File: src/rtl/multicycle_ctrl_if.sv
// Memory handshake bundle between the multi-cycle controller and the
// instruction/data memories.
interface multicycle_ctrl_if;
    logic imem_req;
    logic imem_ready;
    logic dmem_req;
    logic dmem_we;
    logic dmem_ready;

    modport master (
        output imem_req,
        output dmem_req,
        output dmem_we,
        input  imem_ready,
        input  dmem_ready
    );

    modport slave (
        input  imem_req,
        input  dmem_req,
        input  dmem_we,
        output imem_ready,
        output dmem_ready
    );
endinterface

File: src/rtl/multicycle_ctrl.sv
// Multi-cycle MIPS control FSM: sequences fetch/decode/execute/memory/writeback
// and drives datapath strobes, with bounded waits on both memory handshakes.
module multicycle_ctrl #(
    parameter int TIMEOUT = 16,
    parameter int CNT_W   = 5
) (
    input  logic                clk,
    input  logic                rst,
    input  logic [5:0]          opcode,
    input  logic [5:0]          func,
    input  logic                zero,
    multicycle_ctrl_if.master   mem,
    output logic                ir_write,
    output logic                pc_write,
    output logic [1:0]          pc_src,
    output logic                regwrite,
    output logic                regdst,
    output logic                mem2reg,
    output logic                alusrc,
    output logic                extop,
    output logic [3:0]          aluop,
    output logic                error,
    output logic [3:0]          state
);

    typedef enum logic [3:0] {
        S_FETCH  = 4'd0,
        S_DECODE = 4'd1,
        S_EXEC_R = 4'd2,
        S_EXEC_I = 4'd3,
        S_ADDR   = 4'd4,
        S_MEM_RD = 4'd5,
        S_MEM_WR = 4'd6,
        S_WB_R   = 4'd7,
        S_WB_I   = 4'd8,
        S_WB_MEM = 4'd9,
        S_BRANCH = 4'd10,
        S_JUMP   = 4'd11,
        S_ERROR  = 4'd15
    } state_t;

    localparam logic [5:0] OP_RTYPE = 6'h00;
    localparam logic [5:0] OP_ADDI  = 6'h08;
    localparam logic [5:0] OP_LW    = 6'h23;
    localparam logic [5:0] OP_SW    = 6'h2B;
    localparam logic [5:0] OP_BEQ   = 6'h04;
    localparam logic [5:0] OP_J     = 6'h02;

    localparam logic [5:0] FN_ADD = 6'h20;
    localparam logic [5:0] FN_SUB = 6'h22;
    localparam logic [5:0] FN_AND = 6'h24;
    localparam logic [5:0] FN_OR  = 6'h25;
    localparam logic [5:0] FN_SLT = 6'h2A;

    localparam logic [3:0] ALU_AND = 4'b0000;
    localparam logic [3:0] ALU_OR  = 4'b0001;
    localparam logic [3:0] ALU_ADD = 4'b0010;
    localparam logic [3:0] ALU_SUB = 4'b0110;
    localparam logic [3:0] ALU_SLT = 4'b0111;

    localparam logic [1:0] PC_SEQ    = 2'b00;
    localparam logic [1:0] PC_BRANCH = 2'b01;
    localparam logic [1:0] PC_JUMP   = 2'b10;

    // The last tolerated wait cycle: a miss here with ready still low times out.
    localparam logic [CNT_W-1:0] WAIT_LAST = CNT_W'(TIMEOUT - 1);

    state_t           cur;
    state_t           nxt;
    logic [CNT_W-1:0] wait_cnt;
    logic [3:0]       r_aluop;
    logic             r_legal;
    logic             waiting;
    logic             timed_out;
    logic             imem_req_c;
    logic             dmem_req_c;
    logic             dmem_we_c;

    always_comb begin
        r_aluop = ALU_AND;
        r_legal = 1'b1;
        case (func)
            FN_ADD:  r_aluop = ALU_ADD;
            FN_SUB:  r_aluop = ALU_SUB;
            FN_AND:  r_aluop = ALU_AND;
            FN_OR:   r_aluop = ALU_OR;
            FN_SLT:  r_aluop = ALU_SLT;
            default: r_legal = 1'b0;
        endcase
    end

    always_comb begin
        waiting = 1'b0;
        case (cur)
            S_FETCH:            waiting = !mem.imem_ready;
            S_MEM_RD, S_MEM_WR: waiting = !mem.dmem_ready;
            default:            waiting = 1'b0;
        endcase
    end

    assign timed_out = waiting && (wait_cnt == WAIT_LAST);

    always_comb begin
        nxt = cur;
        case (cur)
            S_FETCH: begin
                if (mem.imem_ready)  nxt = S_DECODE;
                else if (timed_out)  nxt = S_ERROR;
            end
            S_DECODE: begin
                case (opcode)
                    OP_RTYPE:     nxt = S_EXEC_R;
                    OP_ADDI:      nxt = S_EXEC_I;
                    OP_LW, OP_SW: nxt = S_ADDR;
                    OP_BEQ:       nxt = S_BRANCH;
                    OP_J:         nxt = S_JUMP;
                    default:      nxt = S_ERROR;
                endcase
            end
            S_EXEC_R: nxt = r_legal ? S_WB_R : S_ERROR;
            S_EXEC_I: nxt = S_WB_I;
            S_ADDR:   nxt = (opcode == OP_SW) ? S_MEM_WR : S_MEM_RD;
            S_MEM_RD: begin
                if (mem.dmem_ready)  nxt = S_WB_MEM;
                else if (timed_out)  nxt = S_ERROR;
            end
            S_MEM_WR: begin
                if (mem.dmem_ready)  nxt = S_FETCH;
                else if (timed_out)  nxt = S_ERROR;
            end
            S_WB_R, S_WB_I, S_WB_MEM, S_BRANCH, S_JUMP: nxt = S_FETCH;
            S_ERROR:  nxt = S_ERROR;
            default:  nxt = S_ERROR;
        endcase
    end

    // Counter restarts on every state change, so each wait state sees a fresh budget.
    always_ff @(posedge clk) begin
        if (rst) begin
            cur      <= S_FETCH;
            wait_cnt <= '0;
        end else begin
            cur <= nxt;
            if (nxt != cur)
                wait_cnt <= '0;
            else if (waiting)
                wait_cnt <= wait_cnt + 1'b1;
        end
    end

    // Strobes are forced low while rst is high so a pending request drops at once.
    always_comb begin
        imem_req_c = 1'b0;
        dmem_req_c = 1'b0;
        dmem_we_c  = 1'b0;
        ir_write   = 1'b0;
        pc_write   = 1'b0;
        pc_src     = PC_SEQ;
        regwrite   = 1'b0;
        regdst     = 1'b0;
        mem2reg    = 1'b0;
        alusrc     = 1'b0;
        extop      = 1'b0;
        aluop      = ALU_AND;
        error      = 1'b0;
        if (!rst) begin
            case (cur)
                S_FETCH: begin
                    imem_req_c = 1'b1;
                    ir_write   = mem.imem_ready;
                    pc_write   = mem.imem_ready;
                    pc_src     = PC_SEQ;
                end
                S_EXEC_R: begin
                    aluop  = r_aluop;
                    alusrc = 1'b0;
                end
                S_EXEC_I, S_ADDR: begin
                    aluop  = ALU_ADD;
                    alusrc = 1'b1;
                    extop  = 1'b1;
                end
                S_MEM_RD: begin
                    dmem_req_c = 1'b1;
                    aluop      = ALU_ADD;
                    alusrc     = 1'b1;
                    extop      = 1'b1;
                end
                S_MEM_WR: begin
                    dmem_req_c = 1'b1;
                    dmem_we_c  = 1'b1;
                end
                S_WB_R: begin
                    regwrite = 1'b1;
                    regdst   = 1'b1;
                end
                S_WB_I: begin
                    regwrite = 1'b1;
                end
                S_WB_MEM: begin
                    regwrite = 1'b1;
                    mem2reg  = 1'b1;
                end
                S_BRANCH: begin
                    aluop    = ALU_SUB;
                    alusrc   = 1'b0;
                    pc_write = zero;
                    pc_src   = PC_BRANCH;
                end
                S_JUMP: begin
                    pc_write = 1'b1;
                    pc_src   = PC_JUMP;
                end
                S_ERROR: begin
                    error = 1'b1;
                end
                default: begin
                    error = 1'b0;
                end
            endcase
        end
    end

    assign mem.imem_req = imem_req_c;
    assign mem.dmem_req = dmem_req_c;
    assign mem.dmem_we  = dmem_we_c;
    assign state        = cur;

endmodule
File: src/flat_wrapper.sv
// flat-port wrapper written by rule: the top's interface ports become plain ports
module multicycle_ctrl_flat 
#(
    parameter int TIMEOUT = 16,
    parameter int CNT_W   = 5
)
  (clk, rst, opcode, func, zero, ir_write, pc_write, pc_src, regwrite, regdst, mem2reg, alusrc, extop, aluop, error, state, mem_imem_req, mem_dmem_req, mem_dmem_we, mem_imem_ready, mem_dmem_ready);
  multicycle_ctrl_if mem_i ();
  input  logic clk;
  input  logic rst;
  input  logic [5:0] opcode;
  input  logic [5:0] func;
  input  logic zero;
  output logic ir_write;
  output logic pc_write;
  output logic [1:0] pc_src;
  output logic regwrite;
  output logic regdst;
  output logic mem2reg;
  output logic alusrc;
  output logic extop;
  output logic [3:0] aluop;
  output logic error;
  output logic [3:0] state;
  output wire logic [$bits(mem_i.imem_req)-1:0] mem_imem_req;
  output wire logic [$bits(mem_i.dmem_req)-1:0] mem_dmem_req;
  output wire logic [$bits(mem_i.dmem_we)-1:0] mem_dmem_we;
  input wire logic [$bits(mem_i.imem_ready)-1:0] mem_imem_ready;
  input wire logic [$bits(mem_i.dmem_ready)-1:0] mem_dmem_ready;
  assign mem_imem_req = mem_i.imem_req;
  assign mem_dmem_req = mem_i.dmem_req;
  assign mem_dmem_we = mem_i.dmem_we;
  assign mem_i.imem_ready = mem_imem_ready;
  assign mem_i.dmem_ready = mem_dmem_ready;
  multicycle_ctrl #(.TIMEOUT(TIMEOUT), .CNT_W(CNT_W)) u_core (.clk(clk), .rst(rst), .opcode(opcode), .func(func), .zero(zero), .mem(mem_i), .ir_write(ir_write), .pc_write(pc_write), .pc_src(pc_src), .regwrite(regwrite), .regdst(regdst), .mem2reg(mem2reg), .alusrc(alusrc), .extop(extop), .aluop(aluop), .error(error), .state(state));
endmodule
File: config.mk
export PLATFORM = sky130hd
export DESIGN_NAME = multicycle_ctrl_flat
export DESIGN_NICKNAME = d
export VERILOG_FILES = /design/src/rtl/multicycle_ctrl_if.sv /design/src/rtl/multicycle_ctrl.sv /design/src/flat_wrapper.sv
export SDC_FILE = /design/constraint.sdc
export NUM_CORES = 1
export LEC_CHECK = 0
export CAP_MARGIN = 20
export CORE_MARGIN = 8
export CORE_UTILIZATION = 51
export CTS_BUF_LIST = sky130_fd_sc_hd__clkbuf_2 sky130_fd_sc_hd__clkbuf_4 sky130_fd_sc_hd__clkbuf_8
export CTS_CLUSTER_DIAMETER = 80
export DETAILED_ROUTE_END_ITERATION = 10
export PLACE_DENSITY = 0.87
export SYNTH_ARGS = -nofsm -noshare
export SYNTH_HDL_FRONTEND = slang
export SYNTH_SLANG_ARGS = --single-unit
File: constraint.sdc
create_clock -name clk -period 4.3 [get_ports clk]
set_clock_uncertainty 0.2 [all_clocks]
set_input_delay 0.86 -clock clk [delete_from_list [all_inputs] [get_ports clk]]
set_output_delay 0.86 -clock clk [all_outputs]
set_load 0.1 [all_outputs]
**After elaboration in Yosys (flattened, before gate mapping)**

Index checks and enable logic that the tools add are counted.

- Multipliers: 0
- Equal/unequal tests: 24
- $lt $le $gt $ge: 0
- Add/sub/neg operators: 1
- Shift-type cells: 0
- Reductions and logical operators: 12
- Mux-type cells: 35
- Bitwise logic cells: 0
- Divide/modulo/power cells: 0

Operators with widths:

| cell | count |
|---|---|
| == test 6 bit, second input constant | 7 |
| case mux 4 bit (8 select lines) | 1 |
| 2-to-1 mux 4 bit | 6 |
| == test 4 bit, second input constant | 5 |
| 2-to-1 mux 1 bit | 20 |
| case mux 4 bit (5 select lines) | 1 |
| == test 4 x 3 -> 1 bit, second input constant | 4 |
| case mux 3 bit (4 select lines) | 1 |
| OR reduction 5 bit | 2 |
| case mux 3 bit (3 select lines) | 1 |
| == test 4 x 2 -> 1 bit, second input constant | 2 |
| == test 6 x 2 -> 1 bit, second input constant | 1 |
| == test 6 x 3 -> 1 bit, second input constant | 1 |
| == test 6 x 4 -> 1 bit, second input constant | 1 |
| zero test 6 bit | 1 |
| OR reduction 2 bit | 3 |
| OR reduction 3 bit | 2 |
| adder 5 x 1 -> 5 bit, second input constant | 1 |
| == test 5 x 4 -> 1 bit, second input constant | 1 |
| == test 4 x 1 -> 1 bit, second input constant | 1 |
| zero test 4 bit | 1 |
| 2-to-1 mux 2 bit | 2 |
| inequality test 4 bit | 1 |
| case mux 2 bit (2 select lines) | 1 |
| other kinds (4) | 5 |

- Output and inout port bits: 21
- Logic and storage cells: 74
- RAM bits: 0
- Bits of input ports: 17
- Memories kept: 0
- ROM bits: 0
- Bits in latches: 0
- Register bits after elaboration: 9

**Logic depth before layout (Yosys ltp)**

- Depth after elaboration: 9
- Depth in mapped cells: 8
- Mapped depth without buffers: 8

**Worst setup path before layout**

No wires, ideal clock.

- Path kind: flip-flop to output port
- Start: register u_core.cur[0], in the netlist u_core.state[0]
- End: output port mem_dmem_req
- Data arrival time: 4.569 ns
- Path slack: -1.329 ns
- Path buffers: 3
- Stages on the path, launching flop included: 6
- Data required time: 3.240 ns
- Cells stage by stage: dfxtp_1 > buf_6 > buf_2 > buf_1 > xnor2_1 > nor4_1

- Longest elaborated chain between the ends: 4
- Elaborated cells on any way between the ends: 5
- Those cells by class: eq/ne: 2; mux: 2; reduce/logical: 1

Ends and longest elaborated chain:

| element | RTL line | RTL |
|---|---|---|
| start: declaration | multicycle_ctrl.sv:68 | `state_t cur;` |
| start signal: assignment | multicycle_ctrl.sv:143 | `cur <= nxt;` |
| == test 4 x 3 -> 1 bit | multicycle_ctrl.sv:167 | `case (cur)` |
| OR reduction 2 bit (no source line) (*) | - |  |
| 2-to-1 mux 1 bit (*) | multicycle_ctrl.sv:167 |  |
| 2-to-1 mux 1 bit (*) | multicycle_ctrl.sv:166 | `if (!rst) begin` |
| end: declaration | flat_wrapper.sv:26 | `output wire logic [$bits(mem_i.dmem_req)-1:0] mem_dmem_req;` |

Every way passes the cells marked *; elsewhere a longest branch is shown, timed or not.

**Worst setup path after layout**

- Start: input port rst
- End: output port mem_dmem_we

- Longest elaborated chain between the ends: 1

Ends and longest elaborated chain:

| element | RTL line | RTL |
|---|---|---|
| start: declaration | flat_wrapper.sv:10 | `input logic rst;` |
| 2-to-1 mux 1 bit | multicycle_ctrl.sv:166 |  |
| end: declaration | flat_wrapper.sv:27 | `output wire logic [$bits(mem_i.dmem_we)-1:0] mem_dmem_we;` |

No other way between the ends.

==> impl_results.rst <==
.. list-table::
   :header-rows: 1

   * - Metric
     - Value
   * - Sequential fraction of the synthesis area
     - 15.9%
   * - Final Non-Filler Cells
     - 212
   * - Post-cts resize count
     - 0
   * - Crit start category
     - input pin
   * - I/O pins
     - 38
   * - Count of nets left with antenna violations after detail routing
     - 0
   * - Post-synthesis cell type count
     - 56
   * - Length of the first detailed-routing pass in iterations
     - 4
   * - Clk buf depth
     - 2
   * - Fraction of the cycle the final worst path needs
     - 83.8%
   * - Detailed Route Iter0 Violations
     - 91
   * - Clock tree from TritonCTS
     - yes
   * - Count of vias placed by the detailed router
     - 1352
   * - First-pass GRT wire length
     - 6.02 mm
   * - HPWL after detailed placement
     - 2.75 mm
   * - Number of placement rows
     - 17
   * - Final WL
     - 3.60 mm
   * - Overflow after GRT
     - 0
   * - Element type at the critical path end
     - output port
   * - Worst-skew pair later-pin latency
     - 0.28 ns
   * - Unrepaired setup endpoints after global routing
     - no
   * - Largest net degree at the start of global routing
     - 31
   * - Count of buffers from port buffering
     - 36
   * - Area inside the core boundary
     - 2150 um^2
   * - Number of warnings reported in the yosys synthesis log
     - 0
   * - Worst voltage drop across the vdd grid
     - 497 uV
   * - Cells after synthesis
     - 155
   * - Overall global routing resource usage
     - 17.7%
   * - Worst-case headroom to the max-slew limit
     - 30.2%
   * - Number of buffers inserted during clock tree synthesis
     - 3
   * - Pre-CTS setup slack
     - 0.714 ns
   * - Die Ht
     - 63.1 um
   * - Final setup violation count
     - 0
   * - Number of nets in the layout
     - 204
   * - Total DRC errors in the routed layout
     - 0
   * - Area of the die
     - 3980 um^2
   * - GPL Wtd Cong
     - 0.947
   * - Critical setup path kind
     - in -> out
   * - N_diodes
     - 0
   * - Die extent in x
     - 63.1 um
   * - Share of final-layout standard cells stronger than drive strength 1
     - 23.9%
   * - Final count of hold timing violations
     - 0
   * - # clock sinks
     - 9
   * - Post-detailed-route via-to-cell ratio
     - 6.38
   * - Number of enable-type register cells in the synthesized netlist
     - 0
   * - CTS Hold Bufs
     - 0
   * - Seq cells post-synth
     - 9
   * - Root Buffer Master
     - sky130_fd_sc_hd__clkbuf_4
   * - Most instantiated flip-flop cell in the synthesis netlist
     - sky130_fd_sc_hd__dfxtp_1
   * - Power after layout
     - 1090 uW
   * - H-tree depth reported by CTS
     - 1
   * - Number of antenna violations at the first check in global routing
     - 0
   * - Max-cap violations
     - 0
   * - Slew at the pin with the worst max-slew slack
     - 1.05 ns
   * - Static leakage
     - 0.000571 uW
   * - Total nets after synthesis
     - 174
   * - Mapped cell area
     - 1130 um^2
   * - Power density normalized to cell area
     - 709 nW/um^2
   * - Synth area leaders
     - sky130_fd_sc_hd__dfxtp_1, sky130_fd_sc_hd__nor2_1, sky130_fd_sc_hd__nand2_1
   * - Number of global-route vias before repair
     - 1304
   * - Required time of the critical path
     - 3.24 ns
   * - Core Util, Final
     - 71.4%
   * - Final critical path time including I/O delays and setup
     - 3.60 ns
   * - Final max-slew violation count
     - 0
   * - Post-CTS Setup Inserts
     - 0
   * - # fillers
     - 172
   * - Post-CTS clock slew at the launch and capture registers of the worst setup and hold paths
     - 0.06 ns
   * - Placed Instances
     - 208
   * - Post-Synthesis Mean Instance Area
     - 7.31 um^2
   * - Synth area leader
     - sky130_fd_sc_hd__dfxtp_1
   * - Average wire per standard cell
     - 17.0 um
   * - Timing-limited maximum frequency
     - 278 MHz
   * - Synthesis-to-finish area growth
     - 35.5%
   * - Starting density of the core
     - 52.7%
   * - Async set-reset flop share out of synthesis
     - 0%
   * - Hold Slack
     - 0.353 ns
   * - Maximum fanout count along the critical path
     - 11
   * - Arrival time at the worst endpoint
     - 2.54 ns
   * - Worst hold-check path type
     - reg -> reg
   * - Share of the synthesized area in the top cell type
     - 15.9%
   * - Post-layout worst setup margin
     - 0.699 ns
   * - Status
     - finished clean
per-layer routing:
| layer | up-vias | track usage (%) | share of wire, % |
|---|---|---|---|
| met3 | 9 | 3.18 | 7.5 |
| met2 | 70 | 30.0 | 47 |
| met5 | - | 0 | 0 |
| li1 | 649 | - | - |
| met4 | 0 | 7.69 | 1.8 |
| met1 | 624 | 21.1 | 44 |
path summary, 6_finish.rpt:
check	from	endpoint	slack (ns)	depth (start not counted)
setup / recovery	rst	mem_dmem_we	0.70	5
hold / removal	u_core.wait_cnt[1]$_SDFFE_PP0P_	u_core.wait_cnt[1]$_SDFFE_PP0P_	0.35	2
setup reg to reg	u_core.state[0]$_SDFF_PP0_	u_core.wait_cnt[0]$_SDFFE_PP0P_	1.35	4
hold reg to reg	u_core.wait_cnt[1]$_SDFFE_PP0P_	u_core.wait_cnt[1]$_SDFFE_PP0P_	0.35	2
cell type report:
class | count | area [um^2] | area share [%]
timing repair buffer | 36 | 375 | 24.5
tap | 28 | 35.0 | 2.28
sequential | 9 | 180 | 11.7
inverter | 5 | 18.8 | 1.22
clock buffer | 4 | 30.0 | 1.96
multi-input combinational | 130 | 895 | 58.3
worst max-delay path, cell delays in order:
cell	delay [ns]
sky130_fd_sc_hd__clkdlybuf4s50_1	0.66
sky130_fd_sc_hd__nor2b_1	0.39
sky130_fd_sc_hd__nand2_1	0.18
sky130_fd_sc_hd__nor3_2	0.24
sky130_fd_sc_hd__buf_12	0.21
cell families (layout without fill, tap and decap cells):
kind of cell	count (synthesis)	in the layout	share of synthesized area, %
buffers and inverters	16	45	8.18
other	1	1	0.331
flip-flops	9	9	15.9
XOR/XNOR	3	3	2.32
adder cells (fa/ha/maj)	3	3	3.09
multiplexers	3	3	2.76
AO/OA/AOI/OAI	40	40	26.1
AND/OR/NAND/NOR	80	80	41.3
synthesized netlist by cell type, types with 2 or more instances:
library cell,n
sky130_fd_sc_hd__a21boi_0,2
sky130_fd_sc_hd__clkbuf_1,2
sky130_fd_sc_hd__o31ai_1,3
sky130_fd_sc_hd__buf_4,4
sky130_fd_sc_hd__nand3_1,3
sky130_fd_sc_hd__and4bb_1,2
sky130_fd_sc_hd__nor2b_1,3
sky130_fd_sc_hd__nand2b_1,5
sky130_fd_sc_hd__dfxtp_1,9
sky130_fd_sc_hd__and3_1,6
sky130_fd_sc_hd__or2_2,2
sky130_fd_sc_hd__nand2_1,12
sky130_fd_sc_hd__nor3_1,7
sky130_fd_sc_hd__ha_1,2
sky130_fd_sc_hd__xnor2_1,3
sky130_fd_sc_hd__nor4_1,7
sky130_fd_sc_hd__nand4_1,3
sky130_fd_sc_hd__inv_1,5
sky130_fd_sc_hd__a31oi_1,5
sky130_fd_sc_hd__o31a_1,2
sky130_fd_sc_hd__nor2_1,18
sky130_fd_sc_hd__buf_2,2
sky130_fd_sc_hd__mux2i_1,2
sky130_fd_sc_hd__a21oi_1,5
sky130_fd_sc_hd__buf_6,2
sky130_fd_sc_hd__nor4b_2,2
sky130_fd_sc_hd__o21ai_0,8
flip-flops by register name, indices dropped and copies added (netlist names):
name	count
u_core.state	4
u_core.wait_cnt	5
where the power goes:
part / internal, uW / total [uW] / switching, uW
Combinational: 252 / 792 / 540
Sequential: 105 / 218 / 113
Clock: 42.3 / 77.8 / 35.5
metrics by stage:
step | cell area (um^2) | setup TNS (ns)
6_report | 1530 | 0
5_1_grt | 1530 | 0
4_1_cts | 1530 | 0
3_5_place_dp | 1500 | 0
3_3_place_gp | 1500 | 0
2_1_floorplan | 1170 | -0.332
placed cells by master (no fill, tap or decap), types with 3 or more instances in the layout:
cell,count
sky130_fd_sc_hd__o31ai_1,3
sky130_fd_sc_hd__buf_12,5
sky130_fd_sc_hd__clkdlybuf4s50_1,17
sky130_fd_sc_hd__a21oi_1,3
sky130_fd_sc_hd__nor2_2,3
sky130_fd_sc_hd__nand2_1,12
sky130_fd_sc_hd__nor3_1,5
sky130_fd_sc_hd__nor4_1,6
sky130_fd_sc_hd__nand3_1,3
sky130_fd_sc_hd__dfxtp_1,9
sky130_fd_sc_hd__clkbuf_4,4
sky130_fd_sc_hd__buf_4,14
sky130_fd_sc_hd__nand2b_1,5
sky130_fd_sc_hd__inv_1,5
sky130_fd_sc_hd__nand4_1,3
sky130_fd_sc_hd__nor2b_1,3
sky130_fd_sc_hd__and3_1,6
sky130_fd_sc_hd__o21ai_0,8
sky130_fd_sc_hd__nor2_1,15
sky130_fd_sc_hd__xnor2_1,3
sky130_fd_sc_hd__a31oi_1,5
Power figures use the tool's default switching activity.
